--- config.mk ---
export PLATFORM = sky130hd
export DESIGN_NAME = pipeline_hazard_controller
export DESIGN_NICKNAME = d
export VERILOG_FILES = /design/src/rtl/pipeline_pkg.sv /design/src/rtl/muldiv_latency_counter.sv /design/src/rtl/pipeline_hazard_controller.sv
export SDC_FILE = /design/constraint.sdc
export NUM_CORES = 1
export LEC_CHECK = 0
export ABC_AREA = 0
export CAP_MARGIN = 25
export CORE_MARGIN = 2
export CORE_UTILIZATION = 33
export DETAILED_ROUTE_END_ITERATION = 16
export PLACE_DENSITY = 0.72
export SETUP_SLACK_MARGIN = 0.2
export SLEW_MARGIN = 20
export SYNTH_ARGS = -nofsm -noshare
export SYNTH_HDL_FRONTEND = slang
export SYNTH_SLANG_ARGS = --single-unit
--- constraint.sdc ---
create_clock -name i_clk -period 1.61 [get_ports i_clk]
set_input_delay 0.161 -clock i_clk [delete_from_list [all_inputs] [get_ports i_clk]]
set_output_delay 0.161 -clock i_clk [all_outputs]
set_load 0.01 [all_outputs]
--- src/rtl/pipeline_pkg.sv ---
// pipeline_pkg: shared encodings and helpers for the pipeline hazard controller
package pipeline_pkg;

    typedef enum logic [1:0] {
        WSEL_DMEM = 2'b00,
        WSEL_ALU  = 2'b01,
        WSEL_PC8  = 2'b10
    } wdata_sel_t;

    typedef enum logic [1:0] {
        FWD_RF  = 2'b00,
        FWD_EXE = 2'b01,
        FWD_MEM = 2'b10,
        FWD_WB  = 2'b11
    } fwd_sel_t;

    typedef enum logic {
        RUN    = 1'b0,
        MULDIV = 1'b1
    } ctrl_state_t;

    function automatic int cnt_width(input int a, input int b);
        int m;
        m = (a > b) ? a : b;
        return (m < 2) ? 1 : $clog2(m);
    endfunction

    // A load in EXE cannot forward yet; it falls through to the MEM/WB candidates.
    function automatic fwd_sel_t fwd_pick(
        input logic       used,
        input logic [4:0] addr,
        input logic       exe_we,
        input logic [4:0] exe_waddr,
        input logic [1:0] exe_sel,
        input logic       mem_we,
        input logic [4:0] mem_waddr,
        input logic       wb_we,
        input logic [4:0] wb_waddr
    );
        return (!used || addr == 5'd0)                                  ? FWD_RF  :
               (exe_we && exe_waddr == addr && exe_sel != WSEL_DMEM)   ? FWD_EXE :
               (mem_we && mem_waddr == addr)                           ? FWD_MEM :
               (wb_we && wb_waddr == addr)                             ? FWD_WB  : FWD_RF;
    endfunction

endpackage

--- src/rtl/muldiv_latency_counter.sv ---
// muldiv_latency_counter: remaining EXE occupancy of a mul/div, saturating at zero
module muldiv_latency_counter #(
    parameter int W = 5
) (
    input  logic         i_clk,
    input  logic         i_reset,
    input  logic         i_load,
    input  logic [W-1:0] i_value,
    output logic [W-1:0] o_value,
    output logic         o_busy
);

    logic [W-1:0] r_count;

    always_ff @(posedge i_clk or posedge i_reset) begin
        if (i_reset)
            r_count <= '0;
        else if (i_load)
            r_count <= i_value;
        else if (r_count != '0)
            r_count <= r_count - W'(1);
    end

    assign o_value = r_count;
    assign o_busy  = (r_count != '0);

endmodule

--- src/rtl/pipeline_hazard_controller.sv ---
// pipeline_hazard_controller: stall, bubble and ID-stage forwarding control for a 5-stage MIPS pipe
module pipeline_hazard_controller
    import pipeline_pkg::*;
#(
    parameter int MUL_CYCLES = 4,
    parameter int DIV_CYCLES = 32
) (
    input  logic       i_clk,
    input  logic       i_reset,
    input  logic [4:0] i_id_rs_addr,
    input  logic [4:0] i_id_rt_addr,
    input  logic       i_id_rs_used,
    input  logic       i_id_rt_used,
    input  logic       i_id_muldiv_start,
    input  logic       i_id_muldiv_is_div,
    input  logic       i_exe_GPR_we,
    input  logic [4:0] i_exe_GPR_waddr,
    input  logic [1:0] i_exe_GPR_wdata_sel,
    input  logic       i_mem_GPR_we,
    input  logic [4:0] i_mem_GPR_waddr,
    input  logic       i_wb_GPR_we,
    input  logic [4:0] i_wb_GPR_waddr,
    input  logic       i_mem_dmem_req,
    input  logic       i_mem_dmem_ready,
    output logic       o_pc_ena,
    output logic       o_if_id_ena,
    output logic       o_id_exe_ena,
    output logic       o_exe_mem_ena,
    output logic       o_mem_wb_ena,
    output logic       o_id_exe_bubble,
    output logic       o_exe_mem_bubble,
    output logic [1:0] o_id_rs_fwd_sel,
    output logic [1:0] o_id_rt_fwd_sel,
    output logic       o_muldiv_busy
);

    localparam int CW = cnt_width(MUL_CYCLES, DIV_CYCLES);
    localparam logic [CW-1:0] MUL_LOAD = CW'(MUL_CYCLES - 1);
    localparam logic [CW-1:0] DIV_LOAD = CW'(DIV_CYCLES - 1);

    logic          w_busy;
    logic [CW-1:0] w_count;
    logic          w_load;
    logic          w_mem_wait;
    logic          w_load_use;
    logic          w_rs_lu;
    logic          w_rt_lu;
    ctrl_state_t   w_state;

    muldiv_latency_counter #(.W(CW)) u_cnt (
        .i_clk   (i_clk),
        .i_reset (i_reset),
        .i_load  (w_load),
        .i_value (i_id_muldiv_is_div ? DIV_LOAD : MUL_LOAD),
        .o_value (w_count),
        .o_busy  (w_busy)
    );

    assign w_state    = w_busy ? MULDIV : RUN;
    assign w_mem_wait = i_mem_dmem_req && !i_mem_dmem_ready;
    assign w_rs_lu    = i_id_rs_used && i_id_rs_addr != 5'd0 && i_id_rs_addr == i_exe_GPR_waddr;
    assign w_rt_lu    = i_id_rt_used && i_id_rt_addr != 5'd0 && i_id_rt_addr == i_exe_GPR_waddr;
    // Load-use is masked while a mul/div holds the front end anyway.
    assign w_load_use = w_state == RUN && i_exe_GPR_we && i_exe_GPR_wdata_sel == WSEL_DMEM
                        && (w_rs_lu || w_rt_lu);
    assign w_load     = i_id_muldiv_start && o_id_exe_ena && !o_id_exe_bubble;

    always_comb begin
        o_pc_ena         = 1'b0;
        o_if_id_ena      = 1'b0;
        o_id_exe_ena     = 1'b0;
        o_exe_mem_ena    = 1'b0;
        o_mem_wb_ena     = 1'b0;
        o_id_exe_bubble  = 1'b0;
        o_exe_mem_bubble = 1'b0;
        o_id_rs_fwd_sel  = FWD_RF;
        o_id_rt_fwd_sel  = FWD_RF;
        if (!i_reset) begin
            o_id_rs_fwd_sel  = fwd_pick(i_id_rs_used, i_id_rs_addr, i_exe_GPR_we, i_exe_GPR_waddr,
                                        i_exe_GPR_wdata_sel, i_mem_GPR_we, i_mem_GPR_waddr,
                                        i_wb_GPR_we, i_wb_GPR_waddr);
            o_id_rt_fwd_sel  = fwd_pick(i_id_rt_used, i_id_rt_addr, i_exe_GPR_we, i_exe_GPR_waddr,
                                        i_exe_GPR_wdata_sel, i_mem_GPR_we, i_mem_GPR_waddr,
                                        i_wb_GPR_we, i_wb_GPR_waddr);
            o_exe_mem_ena    = !w_mem_wait;
            o_mem_wb_ena     = !w_mem_wait;
            o_id_exe_ena     = !w_mem_wait && w_state == RUN;
            o_pc_ena         = !w_mem_wait && w_state == RUN && !w_load_use;
            o_if_id_ena      = !w_mem_wait && w_state == RUN && !w_load_use;
            o_id_exe_bubble  = !w_mem_wait && w_load_use;
            o_exe_mem_bubble = !w_mem_wait && w_state == MULDIV;
        end
    end

    assign o_muldiv_busy = w_busy;

endmodule

==> reports/metrics.yaml <==
setup.worst_path.end_class: "output port"
dominantRegCellSynth: "sky130_fd_sc_hd__dfrtp_1"
final_layout_size_suffix_gt1_share_pct: 62.6
synth.yosys.warnings: 0
initial_core_util_pct: 35.7
holdCritPathClass: "in2async"
port_buffers: 49
fin_total_pwr_mw: 1.55
drv.max_cap_violation_count: 0
ys_top_cells_by_area: "sky130_fd_sc_hd__xor2_1, sky130_fd_sc_hd__xnor2_1, sky130_fd_sc_hd__dfrtp_1, sky130_fd_sc_hd__nor4_1, sky130_fd_sc_hd__nand2_1"
synthToLayoutAreaGrowth_pct: 142
final_cell_count_no_fill: 223
max_fanout_on_critical_path: 3
finalCriticalPeriod_ns: 1.79
max_freq_mhz: 560
synth_top_area_share_pct: 19.6
internal_power_uw: 945
synth-seq-area-share_pct: 15.6
detailroute.via_count: 1148
setup_repair_after_global_routing_missed_its_margin: "true"
grt_max_degree: 6
gr-total-overflow: 0
clock_sink_count: 5
worst_pin_slew_ns: 0.279
synth_edf_count: 0
sequentialPowerShare_pct: 16.3
placeable_core_region_um2: 2250
wire_length_of_the_first_global_routing_pass_um: 5360
cts-root-to-sink-buffers: 2
r2r.worst_path.cells: 8
synthesis.instances: 103
totalWireLength_um: 3800
report.final.setup_viol: 9
outcome: "finished with violations"
htree_num_levels: 1
placed_instances: 205
power.leakage_nw: 0.857
antenna_found_initial: 0
hold-worst-slack_ns: 0.291
route.detailed.vias_per_inst: 5.15
synth.largest_area_cell: "sky130_fd_sc_hd__xor2_1"
worst_skew_pair.late_latency_ns: 0.26
switching_share_pct: 39.1
floorplan.io_pins: 50
antennaDiodeCount: 0
post_dp_area_um2: 1540
relSlewSlack_pct: 81.2
drtIter0Drc: 16
final.period_utilization_pct: 111
largest_register_ff_count: 5
die_w_um: 53.4
mostFrequentLayoutCell: "sky130_fd_sc_hd__buf_4"
finalHoldViolations: 0
timing.critical_path.slowest_cell_delay_ns: 0.38
cts_inserted_buffers: 3
die_h_um: 53.4
clock_power_share_pct: 10.3
routedWlPerCell_um: 17.0
grt_pass1_vias: 1246
final_design_area_no_fill_um2: 1940
cts-hold-fix-buffers: 0
layout.core_utilization_pct: 86.2
worst_voltage_drop_across_the_vdd_grid_mv: 1.21
tritoncts: "built"
p_comb_share_pct: 73.4
postSynthAreaPerCell_um2: 7.81
critPathArrivalTime_ns: 1.62
post_synth_num_cell_types: 26
nNetsFinal: 236
cp_data_required_time_ns: 1.45
grt.total_usage_pct: 26.3
most-common-layout-cells: "sky130_fd_sc_hd__buf_4, sky130_fd_sc_hd__buf_6, sky130_fd_sc_hd__xnor2_1, sky130_fd_sc_hd__clkdlybuf4s50_1, sky130_fd_sc_hd__buf_2"
synth_seq_cells: 5
clkTransAtPathRegs_ns: 0.05
drv_slew: 0
num-fill-cells: 115
standard_cell_with_the_maximum_stage_delay_on_the_critical_path: "sky130_fd_sc_hd__dfrtp_1"
violations_in_the_final_reports: "negative setup slack"
synth-async-reset-ratio_pct: 100
detail_route.drc_violations: 0
skew_ns: 0.00691
gp_routability_congestion: 0.827
synth_area_um2: 805
pd_cells_nw_per_um2: 797
synthesized_nets: 143
p_switching_uw: 606
firstDrtPassIters: 4
dpl.hpwl_um: 2370
dieArea_um2: 2850
rows: 17
ant_nets: 0
clock_tree.root_cell: "sky130_fd_sc_hd__clkbuf_4"
path_cells: "inv_2 > ha_4 > nor4b_4 > o2111a_2 > and2_4 > buf_6"
layout_setup_ws_ns: -0.175
timing_worst_setup_path_type: "reg2out"
critical_path_startpoint_category: "flop"
## area by class of cell
class	count	area (um^2)	share of cell area, %
clock buffer	4	26.3	1.35
timing repair buffer	90	811	41.7
sequential	5	125	6.44
inverter	6	25.0	1.29
tap	28	35.0	1.80
multi-input combinational	90	922	47.4
## power by group through the flow
stage | Combinational [mW] | Sequential, mW | Clock, mW
finish | 1.14 | 0.252 | 0.160
global route | 1.23 | 0.263 | 0.174
CTS | 0.916 | 0.252 | 0.155
detailed placement | 0.795 | 0.254 | 0
global placement | 0.776 | 0.252 | 0
floorplan | 0.392 | 0.262 | 0
## critical path, delay by kind of cell, from the launching register on
kind | cells | cell delay [ns]
flip-flops | 1 | 0.38
AND/OR/NAND/NOR | 2 | 0.38
buffers and inverters | 2 | 0.17
AO/OA/AOI/OAI | 1 | 0.30
adder cells (fa/ha/maj) | 1 | 0.14
## routing by layer
layer	share of wire [%]	track usage [%]	vias up
li1	-	-	540
met1	35	26.2	522
met2	52	50.6	71
met3	7.5	6.21	15
met4	5.2	11.1	0
met5	0	0	-
## metrics by stage
step	setup TNS, ns	setup WS, ns
after CTS	-0.582	-0.164
final	-0.815	-0.175
after floorplan	-0.00653	-0.00333
after detailed placement	-8.90	-0.900
after global placement	-8.58	-0.859
after global routing	-1.95	-0.261
## worst paths after layout
| path | startpoint | to | slack (ns) |
|---|---|---|---|
| hold reg to reg | u_cnt.o_value[1] | u_cnt.o_value[1] | 0.62 |
| hold / removal | i_reset | u_cnt.o_value[4] | 0.29 |
| min in group i_clk | i_id_muldiv_is_div | u_cnt.o_value[3] | 0.61 |
| setup reg to reg | u_cnt.o_value[1] | u_cnt.o_value[4] | 0.01 |
| max in group asynchronous | i_reset | u_cnt.o_value[0] | 1.20 |
| setup / recovery | u_cnt.o_value[1] | o_id_exe_bubble | -0.18 |
## kinds of logic after synthesis
family / share of synthesized area [%]
compound gates: 10.3
xor+xnor: 35.9
fa+ha+maj: 3.11
buf+inv: 4.66
flops: 15.6
simple gates: 30.5
## cells in the mapped netlist, drive strengths merged (4+ instances only)
| cell type | number |
|---|---|
| xor2 | 18 |
| xnor2 | 15 |
| nor4 | 8 |
| nand2 | 7 |
| inv | 6 |
| nor2 | 6 |
| dfrtp | 5 |
| nor3 | 5 |
| o21ai | 5 |
| a21oi | 4 |
| nand3 | 4 |
## repair_timing
item	4_1_cts	5_1_grt
setup buffers	6	8
hold endpoints to repair	0	0
resized for setup	179	28
setup endpoints to repair	17	17
cloned	0	0
pin swaps	37	17
Power figures use the tool's default switching activity.
